===== src/rtl/mix_columns_if.sv =====
// mix_columns_if: handshake and data bundle for the mix_columns_iter engine.
// The master side presents a state and takes the result; the slave side is the engine.
// Optional feature macro: MIX_COLUMNS_ROUNDKEY_EN adds the round_key input column set.
interface mix_columns_if #(
    parameter int regSize = 32,
    parameter int vecSize = 4
);
    logic                            in_valid;
    logic                            in_ready;
    logic                            inv;
    logic [vecSize-1:0][regSize-1:0] vect;
`ifdef MIX_COLUMNS_ROUNDKEY_EN
    logic [vecSize-1:0][regSize-1:0] round_key;
`endif
    logic                            out_valid;
    logic                            out_ready;
    logic [vecSize-1:0][regSize-1:0] new_vect;
    logic                            busy;

`ifdef MIX_COLUMNS_ROUNDKEY_EN
    modport master (
        output in_valid, inv, vect, round_key, out_ready,
        input  in_ready, out_valid, new_vect, busy
    );

    modport slave (
        input  in_valid, inv, vect, round_key, out_ready,
        output in_ready, out_valid, new_vect, busy
    );
`else
    modport master (
        output in_valid, inv, vect, out_ready,
        input  in_ready, out_valid, new_vect, busy
    );

    modport slave (
        input  in_valid, inv, vect, out_ready,
        output in_ready, out_valid, new_vect, busy
    );
`endif
endinterface


===== src/rtl/mix_columns_iter.sv =====
// mix_columns_iter: iterative AES MixColumns / InvMixColumns engine.
// Accepts a state of vecSize 32-bit columns, transforms LANES columns per
// cycle in a working buffer, then holds the result until the consumer takes it.
// Column byte order: [31:24] is row 0, [7:0] is row 3. GF(2^8) poly is 0x11B.
// Optional feature macro: MIX_COLUMNS_ROUNDKEY_EN fuses AddRoundKey into the
// column write (round_key sampled together with vect on acceptance).
module mix_columns_iter #(
    parameter int regSize = 32,
    parameter int vecSize = 4,
    parameter int LANES   = 1
) (
    input  logic         clk,
    input  logic         rst_n,
    mix_columns_if.slave bus
);

    // Width of the column index; at least one bit so the register exists.
    localparam int COL_W = (vecSize > 1) ? $clog2(vecSize) : 1;
    // Index of the first column of the final lane group.
    localparam logic [COL_W-1:0] LAST_IDX = COL_W'(vecSize - LANES);
    // Index increment between lane groups.
    localparam logic [COL_W-1:0] LANES_C  = COL_W'(LANES);

    // Parameter legality is enforced at elaboration.
    generate
        if (regSize != 32) begin : g_bad_reg_size
            $error("mix_columns_iter: regSize must be 32");
        end
        if (LANES < 1) begin : g_bad_lanes_min
            $error("mix_columns_iter: LANES must be at least 1");
        end else if ((vecSize % LANES) != 0) begin : g_bad_lanes_div
            $error("mix_columns_iter: LANES must divide vecSize");
        end
    endgenerate

    typedef enum logic [1:0] {
        ST_IDLE = 2'b00,
        ST_BUSY = 2'b01,
        ST_DONE = 2'b10
    } state_t;

    typedef logic [vecSize-1:0][regSize-1:0] vect_t;

    // ------------------------------------------------------------------
    // GF(2^8) helpers
    // ------------------------------------------------------------------

    // Multiply by x modulo 0x11B.
    function automatic logic [7:0] xtime(input logic [7:0] b);
        return {b[6:0], 1'b0} ^ (b[7] ? 8'h1B : 8'h00);
    endfunction

    // One forward output byte: 2*b0 ^ 3*b1 ^ b2 ^ b3.
    function automatic logic [7:0] fwd_row(input logic [7:0] b0, input logic [7:0] b1,
                                           input logic [7:0] b2, input logic [7:0] b3);
        return xtime(b0) ^ xtime(b1) ^ b1 ^ b2 ^ b3;
    endfunction

    // One inverse output byte: 0e*b0 ^ 0b*b1 ^ 0d*b2 ^ 09*b3, built from
    // shared doubling chains (x2, x4, x8) of each operand.
    function automatic logic [7:0] inv_row(input logic [7:0] b0, input logic [7:0] b1,
                                           input logic [7:0] b2, input logic [7:0] b3);
        logic [7:0] p0_2, p0_4, p0_8;
        logic [7:0] p1_2, p1_8;
        logic [7:0] p2_4, p2_8;
        logic [7:0] p3_8;
        p0_2 = xtime(b0);
        p0_4 = xtime(p0_2);
        p0_8 = xtime(p0_4);
        p1_2 = xtime(b1);
        p1_8 = xtime(xtime(p1_2));
        p2_4 = xtime(xtime(b2));
        p2_8 = xtime(p2_4);
        p3_8 = xtime(xtime(xtime(b3)));
        return (p0_8 ^ p0_4 ^ p0_2)          // 0e * b0
             ^ (p1_8 ^ p1_2 ^ b1)            // 0b * b1
             ^ (p2_8 ^ p2_4 ^ b2)            // 0d * b2
             ^ (p3_8 ^ b3);                  // 09 * b3
    endfunction

    // Full column transform; each row uses the operand list rotated by its row number.
    function automatic logic [31:0] mix_col(input logic [31:0] col, input logic inv_mode);
        logic [7:0]  a0, a1, a2, a3;
        logic [31:0] res;
        a0 = col[31:24];
        a1 = col[23:16];
        a2 = col[15:8];
        a3 = col[7:0];
        if (inv_mode) begin
            res = {inv_row(a0, a1, a2, a3), inv_row(a1, a2, a3, a0),
                   inv_row(a2, a3, a0, a1), inv_row(a3, a0, a1, a2)};
        end else begin
            res = {fwd_row(a0, a1, a2, a3), fwd_row(a1, a2, a3, a0),
                   fwd_row(a2, a3, a0, a1), fwd_row(a3, a0, a1, a2)};
        end
        return res;
    endfunction

    // ------------------------------------------------------------------
    // State
    // ------------------------------------------------------------------
    state_t           state_r;
    state_t           next_state_s;
    logic [COL_W-1:0] idx_r;
    logic [COL_W-1:0] idx_next_s;
    logic             mode_r;
    vect_t            work_r;
    vect_t            work_next_s;
    vect_t            new_vect_r;
    logic             in_ready_r;
    logic             out_valid_r;
    logic             busy_r;
    logic             accept_s;
    logic             step_s;
    logic             last_s;
`ifdef MIX_COLUMNS_ROUNDKEY_EN
    vect_t            rk_r;
`endif

    // Next-state and sequencing decode for the IDLE/BUSY/DONE controller.
    always_comb begin
        next_state_s = state_r;
        idx_next_s   = idx_r;
        accept_s     = 1'b0;
        step_s       = 1'b0;
        last_s       = 1'b0;
        case (state_r)
            ST_IDLE: begin
                if (bus.in_valid && in_ready_r) begin
                    accept_s     = 1'b1;
                    idx_next_s   = '0;
                    next_state_s = ST_BUSY;
                end else begin
                    next_state_s = ST_IDLE;
                end
            end
            ST_BUSY: begin
                step_s = 1'b1;
                if (idx_r == LAST_IDX) begin
                    last_s       = 1'b1;
                    idx_next_s   = '0;
                    next_state_s = ST_DONE;
                end else begin
                    idx_next_s   = idx_r + LANES_C;
                    next_state_s = ST_BUSY;
                end
            end
            ST_DONE: begin
                if (bus.out_ready) begin
                    next_state_s = ST_IDLE;
                end else begin
                    next_state_s = ST_DONE;
                end
            end
            default: begin
                next_state_s = ST_IDLE;
                idx_next_s   = '0;
            end
        endcase
    end

    // Working buffer with the current lane group replaced by its transform.
    always_comb begin
        logic [COL_W-1:0] col_v;
        col_v       = '0;
        work_next_s = work_r;
        for (int l = 0; l < LANES; l++) begin
            col_v = idx_r + COL_W'(l);
`ifdef MIX_COLUMNS_ROUNDKEY_EN
            work_next_s[col_v] = mix_col(work_r[col_v], mode_r) ^ rk_r[col_v];
`else
            work_next_s[col_v] = mix_col(work_r[col_v], mode_r);
`endif
        end
    end

    // Controller state register.
    always_ff @(posedge clk or negedge rst_n) begin
        if (!rst_n) begin
            state_r <= ST_IDLE;
        end else begin
            state_r <= next_state_s;
        end
    end

    // Handshake and status flags, registered from the state being entered.
    always_ff @(posedge clk or negedge rst_n) begin
        if (!rst_n) begin
            in_ready_r  <= 1'b1;
            out_valid_r <= 1'b0;
            busy_r      <= 1'b0;
        end else begin
            in_ready_r  <= (next_state_s == ST_IDLE);
            out_valid_r <= (next_state_s == ST_DONE);
            busy_r      <= (next_state_s == ST_BUSY);
        end
    end

    // Column index and the mode captured with the accepted state.
    always_ff @(posedge clk or negedge rst_n) begin
        if (!rst_n) begin
            idx_r  <= '0;
            mode_r <= 1'b0;
        end else begin
            idx_r <= idx_next_s;
            if (accept_s) begin
                mode_r <= bus.inv;
            end else begin
                mode_r <= mode_r;
            end
        end
    end

    // Working buffer: loaded on acceptance, updated in place while busy.
    always_ff @(posedge clk or negedge rst_n) begin
        if (!rst_n) begin
            work_r <= '0;
        end else if (accept_s) begin
            work_r <= bus.vect;
        end else if (step_s) begin
            work_r <= work_next_s;
        end else begin
            work_r <= work_r;
        end
    end

`ifdef MIX_COLUMNS_ROUNDKEY_EN
    // Round key captured alongside the state so later key changes cannot leak in.
    always_ff @(posedge clk or negedge rst_n) begin
        if (!rst_n) begin
            rk_r <= '0;
        end else if (accept_s) begin
            rk_r <= bus.round_key;
        end else begin
            rk_r <= rk_r;
        end
    end
`endif

    // Result register: takes the completed buffer as the last group is written, then holds.
    always_ff @(posedge clk or negedge rst_n) begin
        if (!rst_n) begin
            new_vect_r <= '0;
        end else if (last_s) begin
            new_vect_r <= work_next_s;
        end else begin
            new_vect_r <= new_vect_r;
        end
    end

    assign bus.in_ready  = in_ready_r;
    assign bus.out_valid = out_valid_r;
    assign bus.busy      = busy_r;
    assign bus.new_vect  = new_vect_r;

endmodule


===== src/flat_wrapper.sv =====
// flat-port wrapper written by rule: the top's interface ports become plain ports
module mix_columns_iter_flat 
#(
    parameter int regSize = 32,
    parameter int vecSize = 4,
    parameter int LANES   = 1
)
  (clk, rst_n, bus_in_valid, bus_inv, bus_vect, bus_out_ready, bus_in_ready, bus_out_valid, bus_new_vect, bus_busy);
  mix_columns_if #(.regSize(regSize), .vecSize(vecSize)) bus_i ();
  input  logic clk;
  input  logic rst_n;
  input wire logic [$bits(bus_i.in_valid)-1:0] bus_in_valid;
  input wire logic [$bits(bus_i.inv)-1:0] bus_inv;
  input wire logic [$bits(bus_i.vect)-1:0] bus_vect;
  input wire logic [$bits(bus_i.out_ready)-1:0] bus_out_ready;
  output wire logic [$bits(bus_i.in_ready)-1:0] bus_in_ready;
  output wire logic [$bits(bus_i.out_valid)-1:0] bus_out_valid;
  output wire logic [$bits(bus_i.new_vect)-1:0] bus_new_vect;
  output wire logic [$bits(bus_i.busy)-1:0] bus_busy;
  assign bus_i.in_valid = bus_in_valid;
  assign bus_i.inv = bus_inv;
  assign bus_i.vect = bus_vect;
  assign bus_i.out_ready = bus_out_ready;
  assign bus_in_ready = bus_i.in_ready;
  assign bus_out_valid = bus_i.out_valid;
  assign bus_new_vect = bus_i.new_vect;
  assign bus_busy = bus_i.busy;
  mix_columns_iter #(.regSize(regSize), .vecSize(vecSize), .LANES(LANES)) u_core (.clk(clk), .rst_n(rst_n), .bus(bus_i));
endmodule

===== config.mk =====
export PLATFORM = sky130hd
export DESIGN_NAME = mix_columns_iter_flat
export DESIGN_NICKNAME = d
export VERILOG_FILES = /design/src/rtl/mix_columns_if.sv /design/src/rtl/mix_columns_iter.sv /design/src/flat_wrapper.sv
export SDC_FILE = /design/constraint.sdc
export NUM_CORES = 1
export LEC_CHECK = 0
export CAP_MARGIN = 30
export CORE_UTILIZATION = 55
export DETAILED_ROUTE_END_ITERATION = 10
export HOLD_SLACK_MARGIN = 0.08
export PLACE_DENSITY_LB_ADDON = 0.25
export SYNTH_ARGS = -nofsm -noshare
export SYNTH_HDL_FRONTEND = slang
export SYNTH_SLANG_ARGS = --single-unit

===== constraint.sdc =====
create_clock -name clk -period 3.95 [get_ports clk]
set_clock_uncertainty 0.15 [all_clocks]
set_input_delay 0.395 -clock clk [delete_from_list [all_inputs] [get_ports clk]]
set_output_delay 0.395 -clock clk [all_outputs]
set_load 0.03 [all_outputs]

==> run summary <==
For this run, the leading register cell type out of synthesis is sky130_fd_sc_hd__dfrtp_1. For this run, asynchronously set or reset flops after synthesis account for 100%. In this run the worst hold path is classified as primary input to asynchronous set/reset pin. The depth of the worst register-to-register path came out at 9.

The slack of the worst reg-to-reg path is 180 ps. Setup repair after global routing left no endpoint under its margin. The initial antenna violation count came out at 1. Setup violations remaining at the end of the flow were counted as 0. Wires add up to 59400 µm. The final period utilization is 95.5%. The via count normalized by instance count is 6.44. Once layout is complete, the utilization of the core stands at 72.4%.

After synthesis, the cell types taking the most area are sky130_fd_sc_hd__dfrtp_1 40%, sky130_fd_sc_hd__xnor2_1 6.5%, sky130_fd_sc_hd__o21ai_0 6.5%. The routed design could run at a clock period as short as 3770 ps. The number of standard cells in the layout, taps in and fillers out came out at 2338. The total routing resource utilization after global routing is 39.0%. The top-area cell type share of the netlist area is 40.1%.

The starting utilization of the core area came out at 56.5%. The average footprint of a synthesized cell came out at 9.88 µm². Summing every instance area after synthesis gives 16400 µm². By startpoint and endpoint, the worst setup path is classified as register to register.

The start point of the critical path is u_core.idx_r[0]. Gates resized during post-CTS repair numbered 0. The TritonCTS buffer count came out at 28. The post-synthesis cell type count came out at 60. The slew at the pin closest to its max-slew limit came out at 900 ps. The weighted congestion reported at the end of routability-driven placement is 0.987. Across the run, the number of max-cap violations was 0. The data required time of the worst path is 4270 ps. The layout net count is 2070.

The number of top-level pins is 264. The total via count after detailed routing is 15.0k. The y dimension of the die is 175 µm.

The startpoint identified for the worst register-to-register timing path is u_core.idx_r[0]. TritonCTS built the clock tree. For the final routed database, the setup TNS stands at 0 ps. Entering global routing, the biggest net connects 79 pins.

Measured against its own limit, the worst slew margin works out to 40.0%. The number of cells in the design after placement is 2282. In the final layout, the share of cells above drive strength 1 is 13.1%.

The number of enable-type register cells in the synthesized netlist is 0. The first-pass GRT wire length is 90200 µm. The hold violation count in the final report came out at 0. The basic-gate share of the synthesized area counting and, or, nand and nor cells is 8.76%. STA puts the critical path data arrival time at 4100 ps. The via count of the first global-routing pass was 14.8k. The number of pins with negative max-slew slack in the final report is 0. Counting every sink on the clock net gives 264.

The portion of synthesized area spent on multiplexers is 6.07%. The count of input and output buffers is 263. The average wire per cell in the routed design is 25.4 µm.

The number of warnings printed during yosys synthesis is 0. The half-perimeter wire length of the detailed placement result came out at 42200 µm. The width of the die came out at 175 µm. The number of DRC violations after detailed routing is 0. The xor/xnor share of the synthesized area came out at 17.6%. The clock latency reported for the late side of the worst-skew pair is 580 ps.

The core box area came out at 29000 µm². In the synthesized netlist, the number of instances is 1660. Clock-pin slew was measured on the worst setup and hold paths at 60 ps. Clock tree synthesis selected as its root buffer the cell sky130_fd_sc_hd__clkbuf_16. The compound-gate portion of the synthesized area came out at 22.8%. The DRC violation total after the first TritonRoute iteration is 1756. The cell taking the most area after synthesis is sky130_fd_sc_hd__dfrtp_1. The number of synthesized register bits came out at 264. The critical path ends at u_core.work_r[11]. The die outline area is 30500 µm². The critical-path maximum fanout is 14. The total global routing overflow came out at 0.

The run finished with clean final reports. The first detailed-routing pass ran for 6 iterations. The worst register-to-register path ends at u_core.work_r[11]. The repair_antennas step left the layout with diodes totalling 0. The number of levels in the clock H-tree is 1. STA classifies the critical path endpoint as a register. Summing the areas of all fa, ha and maj instances in the mapped netlist gives 0.305% of the synthesized area. The number of buffers between clock root and the deepest sink came out at 3.

The remaining number of nets flagged by the antenna check after routing came out at 0. The share of the yosys chip area belonging to registers is 40.3%. When the netlist entered floorplanning its net count stood at 1797. Relative to the synthesized area, the layout overhead comes to 28.0%. By area, the combinational part of the netlist is dominated by compound AO/OA/AOI/OAI gates. The kind of launch point of the worst setup path is a register. The floorplan has 62 rows. For this run, the top clock speed supported by timing is 0.265 GHz.
per-stage QoR:
step | cell area, µm² | setup slack [ps] | hold WS [ps]
after floorplan | 16400 | 501 | -50.6
after global placement | 19900 | 184 | 249
after detailed placement | 19900 | 64.6 | 248
after CTS | 20900 | 68.8 | 249
after global routing | 21000 | 49.1 | 279
final | 21000 | 177 | 218
logic make-up after synthesis:
group / Yosys count
mux: 59
simple gates: 338
buf+inv: 153
flops: 264
fa+ha+maj: 4
compound gates: 614
xor+xnor: 228
Yosys cell counts, types with 5 or more instances:
library cell,number
sky130_fd_sc_hd__mux4_2,32
sky130_fd_sc_hd__xor2_1,40
sky130_fd_sc_hd__mux2i_1,25
sky130_fd_sc_hd__xnor3_1,32
sky130_fd_sc_hd__a2bb2oi_1,14
sky130_fd_sc_hd__nor3_1,6
sky130_fd_sc_hd__o21ai_1,10
sky130_fd_sc_hd__a22oi_1,16
sky130_fd_sc_hd__o22a_1,5
sky130_fd_sc_hd__buf_1,8
sky130_fd_sc_hd__xnor2_2,11
sky130_fd_sc_hd__nand2_1,197
sky130_fd_sc_hd__and3_1,22
sky130_fd_sc_hd__o311ai_1,6
sky130_fd_sc_hd__o21ai_0,213
sky130_fd_sc_hd__and2_1,26
sky130_fd_sc_hd__a221o_1,6
sky130_fd_sc_hd__xnor2_1,122
sky130_fd_sc_hd__inv_1,10
sky130_fd_sc_hd__xnor2_4,8
sky130_fd_sc_hd__a21o_1,41
sky130_fd_sc_hd__buf_2,7
sky130_fd_sc_hd__o221ai_1,19
sky130_fd_sc_hd__a21oi_1,165
sky130_fd_sc_hd__clkbuf_1,111
sky130_fd_sc_hd__a211oi_1,15
sky130_fd_sc_hd__o211ai_1,7
sky130_fd_sc_hd__o22ai_1,23
sky130_fd_sc_hd__nor2_1,61
sky130_fd_sc_hd__a31oi_1,18
sky130_fd_sc_hd__xor3_1,11
sky130_fd_sc_hd__dfrtp_1,263
sky130_fd_sc_hd__buf_6,8
sky130_fd_sc_hd__o21a_1,10
sky130_fd_sc_hd__buf_4,8
sky130_fd_sc_hd__o31ai_1,21
sky130_fd_sc_hd__nand3_1,19
flip-flops by register name, summed over array words and instances, names as in the netlist:
| name | cells |
|---|---|
| u_core.bus.new_vect | 128 |
| u_core.mode_r | 1 |
| u_core.bus.in_ready | 1 |
| u_core.bus.busy | 1 |
| u_core.work_r | 128 |
| u_core.idx_r | 2 |
| u_core.state_r | 2 |
| u_core.bus.out_valid | 1 |
critical path, cell delays in order, from the launching register on:
cell,delay [ps]
sky130_fd_sc_hd__dfrtp_2,450
sky130_fd_sc_hd__buf_12,210
sky130_fd_sc_hd__mux4_2,660
sky130_fd_sc_hd__xnor2_4,310
sky130_fd_sc_hd__xor3_1,450
sky130_fd_sc_hd__xnor2_2,220
sky130_fd_sc_hd__xnor3_1,480
sky130_fd_sc_hd__a211oi_4,340
sky130_fd_sc_hd__nor2_2,140
sky130_fd_sc_hd__o311ai_2,270
placed cells by master, fill, tap and decap left out, drive strengths merged, types with 32 or more instances in the layout:
master,synthesis,layout
mux4,32,32
xor2,41,41
nor2,62,62
nand2,197,197
clkbuf,111,39
xnor2,141,141
dfrtp,263,263
xnor3,34,34
clkdlybuf4s50,0,262
o21ai,227,227
a21o,41,41
a21oi,168,168
buf,32,122
how the worst min path moves through the flow:
stage,from,endpoint,cells after the start
after floorplan,rst_n,u_core.bus.busy,0
after global placement,rst_n,u_core.bus.new_vect[101],1
after detailed placement,rst_n,u_core.bus.new_vect[101],1
after CTS,rst_n,u_core.bus.new_vect[43],2
after global routing,rst_n,u_core.work_r[37],2
final,rst_n,u_core.bus.new_vect[111],2
cell type report:
class / instances / area, µm²
Multi-Input combinational cell: 1243 / 9160
Fill cell: 2121 / 8020
Sequential cell: 264 / 6610
Timing Repair Buffer: 386 / 3710
Clock buffer: 38 / 798
Tap cell: 384 / 480
Clock inverter: 13 / 206
Inverter: 10 / 37.5
metal layers:
layer	share of wire, %	GRT usage [%]	up-vias
met2	46	60.7	1021
met5	0	0	-
met4	3.7	13.2	0
met1	40	54.2	7359
li1	-	-	6512
met3	11	8.29	154
timing repair:
item / CTS / global route
endpoints found under the hold margin: 70 / 0
setup buffers: 0 / 3
hold buffers: 1 / 0
setup endpoints to repair: 0 / 9
Power is not shown: default switching activity piles up to over one toggle a cycle in this logic, so the estimate is an artifact.
